## src/rtl/eth_pcs_rx_sync_ctrl_pkg.sv

```systemverilog
`default_nettype none
// ============================================================================
// Module  : eth_pcs_rx_sync_ctrl_pkg
// Purpose : Shared PCS receive-path constants and types: sync header width,
//           data width, sync header codes, the block-lock FSM state type and
//           default lock / BER-monitor settings.
// Ports   : none (package)
// Rev     : 1.0  initial release
// ============================================================================
package eth_pcs_rx_sync_ctrl_pkg;

   localparam int W_SYNC = 2;
   localparam int W_DATA = 64;

   // The only two legal 66b sync headers
   localparam logic [1:0] SYNC_DATA = 2'b01;
   localparam logic [1:0] SYNC_CTRL = 2'b10;

   typedef enum logic [1:0] {
      RESET_CNT = 2'd0,
      TEST_SH   = 2'd1,
      SLIP      = 2'd2,
      HOLDOFF   = 2'd3
   } lock_state_e;

   localparam int DEF_N_SH_TEST    = 64;
   localparam int DEF_N_SH_INVALID = 16;
   localparam int DEF_SLIP_HOLDOFF = 4;
   localparam int DEF_BER_WINDOW   = 19531;
   localparam int DEF_BER_THRESH   = 16;
   localparam int DEF_W_BER_CNT    = 6;

endpackage
`default_nettype wire

```

## src/rtl/eth_pcs_rx_sync_ctrl_ber_mon.sv

```systemverilog
`default_nettype none
// ============================================================================
// Module  : eth_pcs_rx_ber_mon
// Purpose : Bit-error-rate monitor. Counts invalid sync headers inside a
//           fixed window of clk_en-qualified cycles and flags high BER when
//           the count reaches the threshold.
// Ports   : i_clk, i_reset  - clock, synchronous active-high reset
//           i_clk_en        - gearbox data-valid strobe (timer advance)
//           i_run           - monitor active (block lock held); 0 clears all
//           i_bad_hdr       - invalid header event this cycle
//           o_hi_ber        - high bit-error rate
//           o_ber_count     - saturating invalid-header count of the window
// Rev     : 1.0  initial release
// ============================================================================
module eth_pcs_rx_ber_mon #(
   parameter int BER_WINDOW = 19531,
   parameter int BER_THRESH = 16,
   parameter int W_BER_CNT  = 6
) (
   input  logic                 i_clk,
   input  logic                 i_reset,
   input  logic                 i_clk_en,
   input  logic                 i_run,
   input  logic                 i_bad_hdr,
   output logic                 o_hi_ber,
   output logic [W_BER_CNT-1:0] o_ber_count
);

   localparam int                     c_w_timer    = $clog2(BER_WINDOW + 1);
   localparam logic [c_w_timer-1:0]   c_timer_last = c_w_timer'(BER_WINDOW - 1);
   localparam logic [W_BER_CNT-1:0]   c_cnt_max    = '1;

   logic [c_w_timer-1:0] r_timer;
   logic [W_BER_CNT-1:0] r_cnt;
   logic                 r_hi;
   logic [W_BER_CNT-1:0] w_cnt_nxt;
   logic                 w_over;
   logic                 w_wrap;

   always_comb begin
      w_cnt_nxt = r_cnt;
      if (i_bad_hdr && (r_cnt != c_cnt_max)) begin
         w_cnt_nxt = r_cnt + 1'b1;
      end
      // Uses the count including this cycle's header, so an invalid header
      // in the wrap cycle still counts toward the ending window's decision.
      w_over = (32'(w_cnt_nxt) >= 32'(BER_THRESH));
      w_wrap = (r_timer == c_timer_last);
   end

   always_ff @(posedge i_clk) begin
      if (i_reset || !i_run) begin
         r_timer <= '0;
         r_cnt   <= '0;
         r_hi    <= 1'b0;
      end else if (i_clk_en) begin
         if (w_wrap) begin
            r_timer <= '0;
            r_cnt   <= '0;
            r_hi    <= w_over;
         end else begin
            r_timer <= r_timer + 1'b1;
            r_cnt   <= w_cnt_nxt;
            r_hi    <= r_hi | w_over;
         end
      end
   end

   assign o_hi_ber    = r_hi;
   assign o_ber_count = r_cnt;

endmodule
`default_nettype wire

```

## src/rtl/eth_pcs_rx_sync_ctrl.sv

```systemverilog
`default_nettype none
// ============================================================================
// Module  : eth_pcs_rx_sync_ctrl
// Purpose : RX synchronisation controller between the gearbox and the
//           descrambler: 66b block-lock FSM with slip request to the gearbox
//           and an attached BER monitor.
// Ports   : i_clk, i_reset  - clock, synchronous active-high reset
//           i_clk_en        - gearbox data-valid strobe; all state gated by it
//           i_hdr_valid     - gearbox header-valid flag
//           i_hdr           - received sync header
//           o_slip          - one-cycle bit-slip request to the gearbox
//           o_block_lock    - block lock achieved
//           o_hi_ber        - high bit-error rate
//           o_ber_count     - saturating invalid-header count (BER window)
// Rev     : 1.0  initial release
// ============================================================================
module eth_pcs_rx_sync_ctrl #(
   parameter int W_SYNC       = eth_pcs_rx_sync_ctrl_pkg::W_SYNC,
   parameter int N_SH_TEST    = eth_pcs_rx_sync_ctrl_pkg::DEF_N_SH_TEST,
   parameter int N_SH_INVALID = eth_pcs_rx_sync_ctrl_pkg::DEF_N_SH_INVALID,
   parameter int SLIP_HOLDOFF = eth_pcs_rx_sync_ctrl_pkg::DEF_SLIP_HOLDOFF,
   parameter int BER_WINDOW   = eth_pcs_rx_sync_ctrl_pkg::DEF_BER_WINDOW,
   parameter int BER_THRESH   = eth_pcs_rx_sync_ctrl_pkg::DEF_BER_THRESH,
   parameter int W_BER_CNT    = eth_pcs_rx_sync_ctrl_pkg::DEF_W_BER_CNT
) (
   input  logic                 i_clk,
   input  logic                 i_reset,
   input  logic                 i_clk_en,
   input  logic                 i_hdr_valid,
   input  logic [W_SYNC-1:0]    i_hdr,
   output logic                 o_slip,
   output logic                 o_block_lock,
   output logic                 o_hi_ber,
   output logic [W_BER_CNT-1:0] o_ber_count
);

   import eth_pcs_rx_sync_ctrl_pkg::*;

   localparam int c_w_sh   = $clog2(N_SH_TEST + 1);
   localparam int c_w_inv  = $clog2(N_SH_INVALID + 1);
   localparam int c_w_hold = (SLIP_HOLDOFF > 0) ? $clog2(SLIP_HOLDOFF + 1) : 1;

   lock_state_e         r_state,   w_state_nxt;
   logic [c_w_sh-1:0]   r_sh_cnt,  w_sh_cnt_nxt,  w_sh_inc;
   logic [c_w_inv-1:0]  r_inv_cnt, w_inv_cnt_nxt, w_inv_inc;
   logic [c_w_hold-1:0] r_hold_cnt, w_hold_cnt_nxt, w_hold_dec;
   logic                r_block_lock, w_block_lock_nxt;
   logic                r_slip, w_slip_nxt;
   logic                w_hdr_bad;
   logic                w_hdr_evt;
   logic                w_ber_run;

   assign w_hdr_evt = i_clk_en && i_hdr_valid;
   assign w_hdr_bad = (i_hdr != W_SYNC'(SYNC_DATA)) && (i_hdr != W_SYNC'(SYNC_CTRL));

   assign w_sh_inc   = r_sh_cnt + 1'b1;
   assign w_inv_inc  = r_inv_cnt + c_w_inv'(w_hdr_bad);
   assign w_hold_dec = r_hold_cnt - 1'b1;

   always_ff @(posedge i_clk) begin
      if (i_reset) begin
         r_state      <= RESET_CNT;
         r_sh_cnt     <= '0;
         r_inv_cnt    <= '0;
         r_hold_cnt   <= '0;
         r_block_lock <= 1'b0;
         r_slip       <= 1'b0;
      end else begin
         r_state      <= w_state_nxt;
         r_sh_cnt     <= w_sh_cnt_nxt;
         r_inv_cnt    <= w_inv_cnt_nxt;
         r_hold_cnt   <= w_hold_cnt_nxt;
         r_block_lock <= w_block_lock_nxt;
         r_slip       <= w_slip_nxt;
      end
   end

   always_comb begin
      w_state_nxt      = r_state;
      w_sh_cnt_nxt     = r_sh_cnt;
      w_inv_cnt_nxt    = r_inv_cnt;
      w_hold_cnt_nxt   = r_hold_cnt;
      w_block_lock_nxt = r_block_lock;
      // Slip is a pulse: it drops on the next edge whether or not clk_en is high
      w_slip_nxt       = 1'b0;

      if (i_clk_en) begin
         case (r_state)
            RESET_CNT: begin
               w_sh_cnt_nxt  = '0;
               w_inv_cnt_nxt = '0;
               w_state_nxt   = TEST_SH;
            end
            TEST_SH: begin
               if (i_hdr_valid) begin
                  w_sh_cnt_nxt  = w_sh_inc;
                  w_inv_cnt_nxt = w_inv_inc;
                  // Slip takes priority over a window that completes on the same header
                  if ((w_hdr_bad && !r_block_lock) ||
                      (w_inv_inc == c_w_inv'(N_SH_INVALID))) begin
                     w_state_nxt      = SLIP;
                     w_block_lock_nxt = 1'b0;
                     w_slip_nxt       = 1'b1;
                  end else if (w_sh_inc == c_w_sh'(N_SH_TEST)) begin
                     w_state_nxt = RESET_CNT;
                     if (w_inv_inc == '0) begin
                        w_block_lock_nxt = 1'b1;
                     end
                  end
               end
            end
            SLIP: begin
               w_hold_cnt_nxt = c_w_hold'(SLIP_HOLDOFF);
               w_state_nxt    = (SLIP_HOLDOFF == 0) ? RESET_CNT : HOLDOFF;
            end
            HOLDOFF: begin
               if (i_hdr_valid) begin
                  w_hold_cnt_nxt = w_hold_dec;
                  if (w_hold_dec == '0) begin
                     w_state_nxt = RESET_CNT;
                  end
               end
            end
            default: begin
               w_state_nxt = RESET_CNT;
            end
         endcase
      end
   end

   // The monitor clears on the same edge that lock is dropped, so hi_ber
   // and the count never outlive block lock.
   assign w_ber_run = r_block_lock && w_block_lock_nxt;

   eth_pcs_rx_ber_mon #(
      .BER_WINDOW (BER_WINDOW),
      .BER_THRESH (BER_THRESH),
      .W_BER_CNT  (W_BER_CNT)
   ) u_ber_mon (
      .i_clk       (i_clk),
      .i_reset     (i_reset),
      .i_clk_en    (i_clk_en),
      .i_run       (w_ber_run),
      .i_bad_hdr   (w_hdr_evt && w_hdr_bad),
      .o_hi_ber    (o_hi_ber),
      .o_ber_count (o_ber_count)
   );

   assign o_slip       = r_slip;
   assign o_block_lock = r_block_lock;

endmodule
`default_nettype wire

```

## config.mk

```make
export PLATFORM = sky130hd
export DESIGN_NAME = eth_pcs_rx_sync_ctrl
export DESIGN_NICKNAME = d
export VERILOG_FILES = /design/src/rtl/eth_pcs_rx_sync_ctrl_pkg.sv /design/src/rtl/eth_pcs_rx_sync_ctrl_ber_mon.sv /design/src/rtl/eth_pcs_rx_sync_ctrl.sv
export SDC_FILE = /design/constraint.sdc
export NUM_CORES = 1
export LEC_CHECK = 0
export ABC_AREA = 1
export BUFFER_PORTS_ARGS = -buffer_cell sky130_fd_sc_hd__buf_2
export CORE_UTILIZATION = 56
export CTS_CLUSTER_SIZE = 40
export DETAILED_ROUTE_END_ITERATION = 10
export PLACE_DENSITY = 0.84
export SLEW_MARGIN = 20
export SYNTH_ARGS = -nofsm -noshare
export SYNTH_HDL_FRONTEND = slang
export SYNTH_HIERARCHICAL = 1
export SYNTH_SLANG_ARGS = --single-unit
```

## constraint.sdc

```tcl
create_clock -name i_clk -period 6.64 [get_ports i_clk]
set_input_delay 0.664 -clock i_clk [delete_from_list [all_inputs] [get_ports i_clk]]
set_output_delay 0.664 -clock i_clk [all_outputs]
set_load 0.01 [all_outputs]
```

==> impl_results.md <==
- Fillers: about 350
- Syn avg cell area: 6.74 um2
- Syn_nets: 364
- Clock skew: 0.00585 ns
- Clock-pin transition on the worst setup and hold timing paths: around 0.080 ns
- Sequential share of power: just over 50%
- Critical path class: primary input to register
- DR iter-0 viols: 142
- DRC: 0
- R2r setup slk: 4.35 ns
- Final Critical Period: 2.68 ns
- Worst slew pin tran: 0.382 ns
- Die span in x: between 60 and 70 um
- Core ar.: 4030 um2
- Int Pwr: around 0.38 mW
- Pins Over Slew Limit: 0
- Final WL: between 4000 and 5000 um
- Total power: 0.482 mW
- Achievable frequency: 0.373 GHz
- Seq/Total Area, Yosys: a little over a third
- Post-synthesis cell type count: 37
- Clk pwr share: 43.1%
- CP arrival: 2.88 ns
- Asr flop ratio synth: 0%
- Drt pass-1 iters: 4
- Final net count: 382
- Switch share: between 20 and 25%
- I/O Buffers: 14
- Yosys reg bits: slightly above 40
- Setup TNS Final: 0 ns
- Origin of the critical flop-to-flop path: r_inv_cnt[0]
- Number of setup violations in the final report: 0
- Via density per instance: 5.12
- Max H-tree Level: 2
- Hold WC Path Type: register to register
- Core Rows: 23
- Hold_buf cts: 0
- Critical path origin: i_hdr[0]
- Initial antenna violation count: 0
- VDD IR max: 0.118 mV
- Io pins: 15
- Max Fanout on Critical Path: 9
- Main synth FF type: dfxtp_1
- Number of synthesis warnings: 6
- Unrepaired setup endpoints after global routing: false
- Core Util, Final: 64.3%
- Status: finished clean
- Comb power frac: around 5.2%
- Sink Count: 41
- Mapped Cells: 350
- Height of the die: approximately 67 um
- Max clock buf depth: 2
- Startpoint Class: primary input
- Grt ovf: 0
- Reg2Reg Depth: 15
- Antenna diodes: 0
- Final hold vios: 0
- MaxCap Viol Count: 0
- Setup crit end: u_ber_mon/o_ber_count[3]
- Antenna-violating nets left: 0
- GRT Overall Usage: 23.3%
- CTS tree: built
- CTS buffer count: 5
- Switching power: about 0.10 mW
- Crit Reg-Reg Endpoint: u_ber_mon/o_ber_count[3]
- Clk root buf: clkbuf_8
- Leak: 1.12 nW
- Post-Syn Area: 2360 um2
- Post-CTS setup buffer count: 0
- Relative slew slack: 74.5%
- Share of cells above drive strength 1: between 10% and 20%
- Vias in the first global route: 1,880
- Skew-Pair Late Insertion Delay: about 0.29 ns
- Pwr Density: between 150 and 200 nW/um2
- Full die area: 4470 um2
- Resized cells post-CTS: 0
- Starting Density: between 50 and 60%
- First-pass GRT wire length: 7840 um
- Period utilisation layout: 40.4%
- DP HPWL: 3460 um
- Maximum number of pins on one net before global-route repair: 16
- RD Place Congestion: roughly 0.85
- Number of synthesized flops with an enable pin: 0
- Total number of vias: roughly 2,100
- Routed len/inst: 11.0 um
- Area Growth Syn to Fin: 9.76%
- Worst EP required: approximately 6.8 ns
- CP endpoint kind: register
==> kinds of logic after synthesis <==
kind of cell | share of synthesized area, %
AOI/OAI and AO/OA | 10.3
DFF | 34.8
and+or+nand+nor | 38.6
buffers and inverters | 9.81
adders and majority gates | 4.24
xor gates and xnor gates | 2.23
==> layer usage <==
metal | wire, um | up-vias | global-route usage, %
met5 | 0 | - | 0
met4 | 70 | 0 | 10.4
met3 | 205 | 6 | 5.99
met2 | 2020 | 43 | 35.7
met1 | 2320 | 949 | 30.3
li1 | - | 1147 | -
==> cells in the mapped netlist (all sizes together) (2+ instances only) <==
library cell  number  area share [%]
nand2             85              14
nor2              59              11
inv               54             8.7
dfxtp             41              35
nand3             27             6.9
a21oi             21             4.5
o21ai             11             2.7
nor3              10             2.8
ha                 8             4.2
nand4              8             2.4
a22oi              3            0.95
xnor2              3             1.1
xor2               3             1.1
a211oi             2            0.64
a31oi              2            0.53
buf                2            0.64
clkinv             2            0.32
o21a               2            0.64
==> placed cells by master, fill, tap and decap left out, types with 3 or more instances in the layout <==
cell type | synthesis | final
nand2_1 | 81 | 81
nor2_1 | 52 | 52
inv_1 | 48 | 48
dfxtp_1 | 41 | 41
nand3_1 | 23 | 23
a21oi_1 | 21 | 21
buf_2 | 0 | 14
ha_1 | 8 | 8
nand4_1 | 7 | 7
o21ai_0 | 7 | 7
nor3_1 | 7 | 7
clkbuf_8 | 0 | 6
inv_2 | 5 | 5
nor2_2 | 4 | 4
xnor2_1 | 3 | 3
nor2_4 | 3 | 3
nand3_2 | 3 | 3
nand2_2 | 3 | 3
a22oi_1 | 3 | 3
xor2_1 | 3 | 3
nor3_2 | 3 | 3
==> registers in the layout, indices dropped and copies added, names as in the netlist, named ones only <==
signal                 cells
u_ber_mon/o_ber_count      6
r_hold_cnt                 3
r_sh_cnt                   7
r_inv_cnt                  5
u_ber_mon/r_timer         15
o_slip                     1
u_ber_mon/o_hi_ber         1
r_state                    1
o_block_lock               1
==> how the worst min path moves through the flow <==
stage / from / to / slack (ns) / depth (start not counted)
detailed placement: u_ber_mon/o_hi_ber / u_ber_mon/o_hi_ber / 0.46 / 2
finish: u_ber_mon/o_hi_ber / u_ber_mon/o_hi_ber / 0.47 / 2
CTS: u_ber_mon/o_hi_ber / u_ber_mon/o_hi_ber / 0.48 / 2
floorplan: r_inv_cnt[4] / r_inv_cnt[4] / 0.45 / 2
global placement: u_ber_mon/o_hi_ber / u_ber_mon/o_hi_ber / 0.46 / 2
global route: u_ber_mon/o_hi_ber / u_ber_mon/o_hi_ber / 0.50 / 2
==> power by group through the flow <==
stage                     Combinational, mW  Sequential (mW)  Clock [mW]
final                                0.0253            0.249       0.208
after detailed placement             0.0251            0.255           0
after CTS                            0.0251            0.249       0.212
after global routing                 0.0284            0.249       0.222
after global placement               0.0247            0.255           0
after floorplan                      0.0185            0.254           0
==> critical path: stages <==
cell,delay [ns]
buf_2,0.10
xnor2_1,0.26
ha_1,0.25
ha_1,0.25
or2_2,0.29
nor2_1,0.15
nand3_1,0.09
nand2_1,0.08
nand2_1,0.08
inv_1,0.09
nor2_1,0.04
inv_1,0.05
nor2_1,0.06
nand2_2,0.21
inv_4,0.09
nand2_1,0.07
nor2_1,0.04
==> area by class of cell <==
class	instances	area, um2	share of cell area (%)
Sequential cell	41	821	31.7
Inverter	56	213	8.22
Timing Repair Buffer	14	70.1	2.71
Clock buffer	7	86.3	3.33
Multi-Input combinational cell	250	1310	50.5
Clock inverter	1	30.0	1.16
Tap cell	50	62.6	2.42
==> per-stage QoR <==
stage / hold WS (ns) / cells / instance area [um2] / setup WS (ns)
after floorplan: 0.446 / 350 / 2360 / 4.08
after global placement: 0.459 / 411 / 2470 / 3.78
after detailed placement: 0.464 / 411 / 2470 / 3.67
after CTS: 0.479 / 419 / 2590 / 3.98
after global routing: 0.499 / 419 / 2590 / 3.69
final: 0.472 / 419 / 2590 / 3.96
No activity file was read; power rests on OpenSTA's default activity.
